File: src/rtl/pipeline_ctrl_pkg.sv
// Shared definitions for the pipeline sequencer: state encoding, drain depth
// and the hard-wired zero register index.
package pipe_ctrl_pkg;

  typedef enum logic [1:0] {
    ST_RUN    = 2'd0,
    ST_DRAIN  = 2'd1,
    ST_HALTED = 2'd2
  } state_t;

  localparam int         DRAIN_CYCLES_DEF = 3;
  localparam logic [4:0] R0               = 5'd0;

endpackage

File: src/rtl/pipeline_ctrl_hazard_detect.sv
// Load-use hazard compare between the load destination in EX and the
// source registers of the instruction sitting in ID.
module hazard_detect
  import pipe_ctrl_pkg::*;
#(
  parameter int NB_REG = 5
) (
  input  logic              ex_mem_read,
  input  logic [NB_REG-1:0] ex_rt,
  input  logic [NB_REG-1:0] id_rs,
  input  logic [NB_REG-1:0] id_rt,
  input  logic              id_uses_rt,
  output logic              hazard
);

  // A load into r0 never creates a dependency since r0 reads as zero.
  assign hazard = ex_mem_read & (ex_rt != NB_REG'(R0)) &
                  ((ex_rt == id_rs) | (id_uses_rt & (ex_rt == id_rt)));

endmodule

File: src/rtl/pipeline_ctrl.sv
// Central sequencer for the 5-stage pipeline: run/stall/flush controls,
// HALT drain, debug single-step and the executed-cycle counter.
module pipeline_ctrl
  import pipe_ctrl_pkg::*;
#(
  parameter int NB_REG       = 5,
  parameter int NB_CYCLES    = 32,
  parameter int DRAIN_CYCLES = DRAIN_CYCLES_DEF
) (
  input  logic                 i_clock,
  input  logic                 i_reset,
  input  logic                 i_mode_step,
  input  logic                 i_step,
  input  logic                 i_halt_detected,
  input  logic                 i_branch_taken,
  input  logic                 i_ex_mem_read,
  input  logic [NB_REG-1:0]    i_ex_rt,
  input  logic [NB_REG-1:0]    i_id_rs,
  input  logic [NB_REG-1:0]    i_id_rt,
  input  logic                 i_id_uses_rt,
  output logic                 o_pipe_en,
  output logic                 o_pc_write,
  output logic                 o_if_id_write,
  output logic                 o_id_ex_bubble,
  output logic                 o_if_id_flush,
  output logic                 o_halted,
  output logic [NB_CYCLES-1:0] o_cycle_count
);

  localparam int NB_DRAIN = $clog2(DRAIN_CYCLES + 1);

  state_t                 state_r;
  logic [NB_DRAIN-1:0]    drain_cnt_r;
  logic [NB_CYCLES-1:0]   cycle_count_r;
  logic                   step_q_r;
  logic                   hazard_s;
  logic                   step_pulse_s;
  logic                   en_raw_s;

  hazard_detect #(.NB_REG(NB_REG)) u_hazard (
    .ex_mem_read (i_ex_mem_read),
    .ex_rt       (i_ex_rt),
    .id_rs       (i_id_rs),
    .id_rt       (i_id_rt),
    .id_uses_rt  (i_id_uses_rt),
    .hazard      (hazard_s)
  );

  assign step_pulse_s = i_step & ~step_q_r;
  assign en_raw_s     = i_mode_step ? step_pulse_s : 1'b1;

  // Control outputs decoded from state and live inputs so stalls act this cycle.
  always_comb begin
    o_pipe_en      = 1'b0;
    o_pc_write     = 1'b0;
    o_if_id_write  = 1'b0;
    o_id_ex_bubble = 1'b0;
    o_if_id_flush  = 1'b0;
    o_halted       = 1'b0;
    o_cycle_count  = '0;
    if (i_reset) begin
      o_pipe_en = 1'b0;
    end else begin
      o_cycle_count = cycle_count_r;
      case (state_r)
        ST_RUN: begin
          o_pipe_en = en_raw_s;
          if (!en_raw_s) begin
            o_pipe_en = 1'b0;
          end else if (hazard_s) begin
            o_id_ex_bubble = 1'b1;
          end else if (i_halt_detected) begin
            o_pc_write = 1'b0;
          end else begin
            o_pc_write    = 1'b1;
            o_if_id_write = 1'b1;
            o_if_id_flush = i_branch_taken;
          end
        end
        ST_DRAIN: begin
          o_pipe_en      = en_raw_s;
          o_id_ex_bubble = en_raw_s;
        end
        ST_HALTED: begin
          o_halted = 1'b1;
        end
        default: begin
          o_pipe_en = 1'b0;
        end
      endcase
    end
  end

  // Sequencer state, drain countdown, step edge register and cycle counter.
  always_ff @(posedge i_clock or posedge i_reset) begin
    if (i_reset) begin
      state_r       <= ST_RUN;
      drain_cnt_r   <= '0;
      cycle_count_r <= '0;
      step_q_r      <= 1'b0;
    end else begin
      step_q_r <= i_step;
      if (o_pipe_en && (cycle_count_r != {NB_CYCLES{1'b1}})) begin
        cycle_count_r <= cycle_count_r + NB_CYCLES'(1);
      end
      case (state_r)
        ST_RUN: begin
          if (o_pipe_en && !hazard_s && i_halt_detected) begin
            state_r     <= ST_DRAIN;
            drain_cnt_r <= NB_DRAIN'(DRAIN_CYCLES);
          end
        end
        ST_DRAIN: begin
          if (o_pipe_en) begin
            drain_cnt_r <= drain_cnt_r - NB_DRAIN'(1);
            if (drain_cnt_r == NB_DRAIN'(1)) begin
              state_r <= ST_HALTED;
            end
          end
        end
        ST_HALTED: begin
          state_r <= ST_HALTED;
        end
        default: begin
          state_r <= ST_RUN;
        end
      endcase
    end
  end

endmodule

File: config.mk
export PLATFORM = sky130hd
export DESIGN_NAME = pipeline_ctrl
export DESIGN_NICKNAME = d
export VERILOG_FILES = /design/src/rtl/pipeline_ctrl_pkg.sv /design/src/rtl/pipeline_ctrl_hazard_detect.sv /design/src/rtl/pipeline_ctrl.sv
export SDC_FILE = /design/constraint.sdc
export NUM_CORES = 1
export LEC_CHECK = 0
export BUFFER_PORTS_ARGS = -buffer_cell sky130_fd_sc_hd__buf_2
export CAP_MARGIN = 20
export CELL_PAD_IN_SITES_DETAIL_PLACEMENT = 0
export CELL_PAD_IN_SITES_GLOBAL_PLACEMENT = 2
export CORE_UTILIZATION = 31
export DETAILED_ROUTE_END_ITERATION = 7
export GPL_TIMING_DRIVEN = 0
export HOLD_SLACK_MARGIN = 0.05
export PLACE_DENSITY_LB_ADDON = 0.1
export SLEW_MARGIN = 15
export SYNTH_ARGS = -nofsm -noshare
export SYNTH_HDL_FRONTEND = slang
export SYNTH_HIERARCHICAL = 1
export SYNTH_SLANG_ARGS = --single-unit
File: constraint.sdc
create_clock -name i_clock -period 2.7 [get_ports i_clock]
set_input_delay 0.27 -clock i_clock [delete_from_list [all_inputs] [get_ports i_clock]]
set_output_delay 0.27 -clock i_clock [all_outputs]
set_load 0.03 [all_outputs]
After elaboration in Yosys (flattened, before gate mapping)
Index checks and enable logic that the tools add are counted.
{"block": "classes", "n_addsub": 2, "n_eq_ne": 9, "muxes": 28, "bitwise": 6, "reduce_logical": 9}
{"operator": "32-bit by 1-bit adder with 32-bit output, second input constant", "n": 1}
{"operator": "32-bit two-way mux", "n": 1}
{"operator": "32-bit != test, second input constant", "n": 1}
{"operator": "1-bit two-way mux", "n": 18}
{"operator": "5-bit equality test", "n": 2}
{"operator": "2-bit two-way mux", "n": 5}
{"operator": "2-bit != test, second input constant", "n": 3}
{"operator": "2-bit case mux with 3 select lines", "n": 1}
{"operator": "3-bit AND reduction", "n": 2}
{"operator": "5-bit nonzero test", "n": 1}
{"operator": "1-bit AND", "n": 4}
{"operator": "2-bit by 1-bit equality test with 1-bit output, second input constant", "n": 2}
{"operator": "1-bit case mux with 2 select lines", "n": 2}
{"operator": "2-bit case mux with 2 select lines", "n": 1}
{"operator": "1-bit logical AND", "n": 3}
{"operator": "2-bit equality test, second input constant", "n": 1}
{"operator": "2-bit logical NOT", "n": 1}
{"operator": "2-bit nonzero test", "n": 1}
{"operator": "2-bit by 1-bit subtractor with 2-bit output, second input constant", "n": 1}
{"operator": "1-bit logical NOT", "n": 1}
{"operator": "1-bit inverter", "n": 1}
{"operator": "1-bit OR", "n": 1}
{"block": "word_totals", "regBits": 37, "in_bits": 23, "out_inout_bits": 38}

Logic depth before layout (Yosys ltp)
{"block": "depth", "depth_word": 10, "depth_mapped": 9, "depth_no_buf": 9}

Cells and area by module
Netlist, hierarchy kept.
{"mod": "pipeline_ctrl", "n_inst": 1, "cells_each": 222, "area_per_inst_um2": 2125.8, "seq_area_each_um2": 925.9}
{"mod": "hazard_detect", "n_inst": 1, "cells_each": 17, "area_per_inst_um2": 132.6, "seq_area_each_um2": 0.0}

Least setup slack after synthesis
OpenSTA, ideal clock, no wires.
{"block": "synth_path", "path_kind": "input to output", "from": "in i_ex_rt[1]", "to": "out o_if_id_flush", "arrival_ns": 2.617, "required_ns": 2.430, "setup_slack_ns": -0.187, "stages": 5, "path_buffers": 0, "path_cell_list": "or4_1 > o21ai_1 > a21oi_1 > nor4b_1 > and2_1"}
{"block": "synth_via", "elab_chain_len": 8, "elab_cells_between_ends": 11, "classes_between": "2 x eq/ne; 4 x mux; 4 x bitwise; 1 x reduce/logical"}
{"element": "from (decl)", "line_no": "pipeline_ctrl.sv:17", "source": "input logic [NB_REG-1:0] i_ex_rt,"}
{"element": "5-bit equality test", "line_no": "pipeline_ctrl_hazard_detect.sv:18", "source": "((ex_rt == id_rs) | (id_uses_rt & (ex_rt == id_rt)));"}
{"element": "1-bit AND", "line_no": "pipeline_ctrl_hazard_detect.sv:18"}
{"element": "1-bit OR", "line_no": "pipeline_ctrl_hazard_detect.sv:18"}
{"element": "1-bit AND (*)", "line_no": "pipeline_ctrl_hazard_detect.sv:17", "source": "assign hazard = ex_mem_read & (ex_rt != NB_REG'(R0)) &"}
{"element": "net hazard_s", "line_no": "pipeline_ctrl.sv:36", "source": "logic hazard_s;"}
{"element": "1-bit two-way mux (*)", "line_no": "pipeline_ctrl.sv:70", "source": "end else if (hazard_s) begin"}
{"element": "1-bit two-way mux (*)", "line_no": "pipeline_ctrl.sv:68", "source": "if (!en_raw_s) begin"}
{"element": "1-bit two-way mux (*)", "line_no": "pipeline_ctrl.sv:65", "source": "case (state_r)"}
{"element": "1-bit two-way mux (*)", "line_no": "pipeline_ctrl.sv:61", "source": "if (i_reset) begin"}
{"element": "to (decl)", "line_no": "pipeline_ctrl.sv:25", "source": "output logic o_if_id_flush,"}
The timed path passes the listed nets; every way through them passes the cells marked *.

Worst setup path after layout
{"block": "layout_path", "from": "reg state_r[1]", "to": "reg cycle_count_r[31]"}
{"block": "layout_via", "elab_chain_len": 4, "elab_cells_between_ends": 5, "classes_between": "1 x eq/ne; 2 x mux; 2 x reduce/logical"}
{"element": "from (decl)", "line_no": "pipeline_ctrl.sv:32", "source": "state_t state_r;"}
{"element": "from (signal assigned)", "line_no": "pipeline_ctrl.sv:97", "source": "state_r <= ST_RUN;"}
{"element": "from (signal assigned)", "line_no": "pipeline_ctrl.sv:109", "source": "state_r <= ST_DRAIN;"}
{"element": "from (signal assigned)", "line_no": "pipeline_ctrl.sv:117", "source": "state_r <= ST_HALTED;"}
{"element": "2-bit by 1-bit equality test with 1-bit output / 2-bit logical NOT (equally long branches)", "line_no": "pipeline_ctrl.sv:65"}
{"element": "1-bit case mux with 2 select lines (*)", "line_no": "pipeline_ctrl.sv:65"}
{"element": "1-bit two-way mux (*)", "line_no": "pipeline_ctrl.sv:61"}
{"element": "1-bit logical AND (*)", "line_no": "pipeline_ctrl.sv:103", "source": "if (o_pipe_en && (cycle_count_r != {NB_CYCLES{1'b1}})) begin"}
{"element": "to (signal assigned)", "line_no": "pipeline_ctrl.sv:104", "source": "cycle_count_r <= cycle_count_r + NB_CYCLES'(1);"}
{"element": "to (decl)", "line_no": "pipeline_ctrl.sv:34", "source": "logic [NB_CYCLES-1:0] cycle_count_r;"}
Mark *: on every way between the ends. The rest lies on a longest branch, timed or not.
A chain may end at the register's enable or synchronous reset.

==> flow_summary.json <==
{
  "worstSetupPathType": "reg -> reg",
  "die_height_um": 87.4,
  "clock-sinks": 37,
  "fin_util_pct": 40.8,
  "drt_wl_total_mm": 5.19,
  "fmax_mhz": 433,
  "yosysSeqAreaShare_pct": 41.0,
  "finish.instance_area_um2": 2820,
  "yosys_warnings": 6,
  "grt_max_degree": 33,
  "hold_class": "in -> reg",
  "timing.slew.headroom_pct": 61.1,
  "synthTopCellsByArea": "dfrtp_1 41%, xnor2_1 8.5%, nor2b_1 7.5%, xor2_1 7.0%, nand3_1 3.3%",
  "final_cell_mix": "60 x buf_2, 37 x dfrtp_1, 27 x nor2b_1",
  "drt-met1-wl_mm": 2.65,
  "drv_slew": 0,
  "worst_slew_pin_slew_ns": 0.578,
  "wl_per_cell_um": 12.9,
  "clk_latency_ns": 0.29,
  "finalNonFillerCells": 403,
  "drc_errors": 0,
  "grt_first_pass_wirelength_mm": 8.54,
  "cp_data_required_time_ns": 2.92,
  "cts_tree": "done",
  "postPlaceCellArea_um2": 2700,
  "synth-seq-cells": 37,
  "fillers": 737,
  "via_per_inst": 4.53,
  "root_buffer": "clkbuf_8",
  "multi_input_comb_area_um2": 1250,
  "dr_wl_met2_mm": 2.30,
  "rows": 30,
  "grt-ovfl-total": 0,
  "dieArea_um2": 7630,
  "area_delta_synth_final_pct": 24.7,
  "cts_setup_buffers": 0,
  "yosys.area.top_type": "dfrtp_1",
  "syn_inst": 239,
  "port-buffer-count": 59,
  "n_antenna_cell": 0,
  "core_um2": 6910,
  "power_density_nw_per_um2": 599,
  "rsz0062_at_grt": "false",
  "drt_pass1_iterations": 4,
  "final_common_cell": "buf_2",
  "top_layer": "met4",
  "hold_viol": 0,
  "ant_nets": 0,
  "numCtsBuffers": 5,
  "antenna_found_initial": 0,
  "hpwlAfterDp_mm": 3.89,
  "h-tree-depth": 2,
  "outcome": "complete, no violations",
  "syn_area_per_cell_um2": 9.45,
  "period_share_pct": 85.5,
  "ios": 61,
  "critPathCaptureType": "flip-flop",
  "fin_crit_ns": 2.31,
  "grt_pass1_vias": 1780,
  "reg2reg_depth": 7,
  "ff_latch_area_um2": 926,
  "path_clk_slew_ns": 0.08,
  "drtIter0Drc": 50,
  "ir_drop_uv": 219,
  "gp_congestion": 0.717,
  "cp-start-kind": "flip-flop",
  "maxCapViolCount": 0,
  "post_cts_resized": 0,
  "netlist.area_leader.share_pct": 41.0,
  "num_vias": 1827,
  "final.setup_skew_ns": 0.00827,
  "postSynthNetCount": 267,
  "worstPathMaxFanout": 8,
  "setup_viol_count_final": 0,
  "cts_buffer_depth": 2,
  "dpl.cell_count": 395,
  "hold_depth": 1,
  "drive_above_1_share_pct": 26.7,
  "dr_wl_met3_um": 191,
  "layout.nets": 334,
  "setup_tns_ns": 0,
  "critical_path_arrival_ns": 2.53,
  "synth.distinct_cells": 38,
  "p_leak_uw": 0.00134,
  "start_util_pct": 32.7,
  "die-width_um": 87.4,
  "grt_use_total_pct": 14.6,
  "cts_hold_buf": 0,
  "syn_area_um2": 2260
}
-- logic make-up (layout without fill, tap and decap cells) --
| group | after synthesis | after routing | share of synthesized area, % |
|---|---|---|---|
| flops | 37 | 37 | 41.0 |
| mux | 2 | 2 | 1.11 |
| simple gates | 116 | 116 | 30.5 |
| compound gates | 18 | 18 | 5.43 |
| fa+ha+maj | 5 | 5 | 2.77 |
| xor+xnor | 40 | 40 | 15.5 |
| buf+inv | 21 | 89 | 3.71 |
-- cell usage after synthesis (all sizes together) --
cell / instances
nor3: 10
clkbuf: 5
buf: 2
and2: 2
a21o: 1
nand3: 16
nor4b: 1
or4: 2
inv: 14
nor2b: 27
xor2: 18
a211oi: 1
a31o: 1
ha: 5
or2: 1
xnor2: 22
dfrtp: 37
nor3b: 1
and3: 2
nor4: 8
a21oi: 8
mux2i: 1
nand4: 14
nand2: 10
mux2: 1
nand2b: 1
a21boi: 2
nor2: 20
o21ai: 4
and4: 1
o21a: 1
-- registers in the layout, summed over array words and instances, names as in the netlist --
signal / flops
cycle_count_r: 32
drain_cnt_r: 2
state_r: 2
step_q_r: 1
-- path summary, 6_finish.rpt --
kind | start | slack [ns] | end
max reg2reg | state_r[1] | 0.39 | cycle_count_r[31]
max | state_r[1] | 0.39 | cycle_count_r[31]
min reg2reg | cycle_count_r[30] | 0.49 | cycle_count_r[30]
max in group asynchronous | i_reset | 1.83 | cycle_count_r[2]
min | i_step | 0.11 | step_q_r
min in group asynchronous | i_reset | 0.45 | cycle_count_r[28]
-- worst max-delay path: stages, from the launching register on --
cell      delay [ns]
dfrtp_1         0.38
inv_1           0.10
ha_1            0.30
nor2_1          0.15
a211oi_4        0.39
nand3_1         0.36
nor4_1          0.35
mux2i_1         0.22
-- metrics by stage --
stage | total power (uW) | hold WS [ns] | worst slack [ns]
floorplan | 1070 | 0.301 | 0.306
global placement | 1200 | 0.401 | 0.389
detailed placement | 1210 | 0.399 | 0.417
CTS | 1720 | 0.101 | 0.408
global route | 1790 | 0.101 | 0.202
finish | 1690 | 0.108 | 0.391
-- area by class of cell --
cell class	instances	area share, %
buffer	7	1.11
timing repair buffer	60	11.2
tap	96	4.26
sequential	37	32.9
inverter	14	1.87
clock inverter	1	1.07
multi-input combinational	181	44.6
clock buffer	7	3.07
-- routing by layer --
layer | up-vias | global-route usage, %
li1 | 946 | -
met1 | 838 | 20.6
met2 | 38 | 22.5
met3 | 5 | 2.75
met4 | 0 | 4.47
met5 | - | 0
-- report_power, final --
part	switching [uW]	total (uW)	internal (uW)
Sequential	72.1	694	622
Combinational	292	495	202
Clock	196	497	301
Total	560	1690	1130
(Power assumes the default switching activity.)
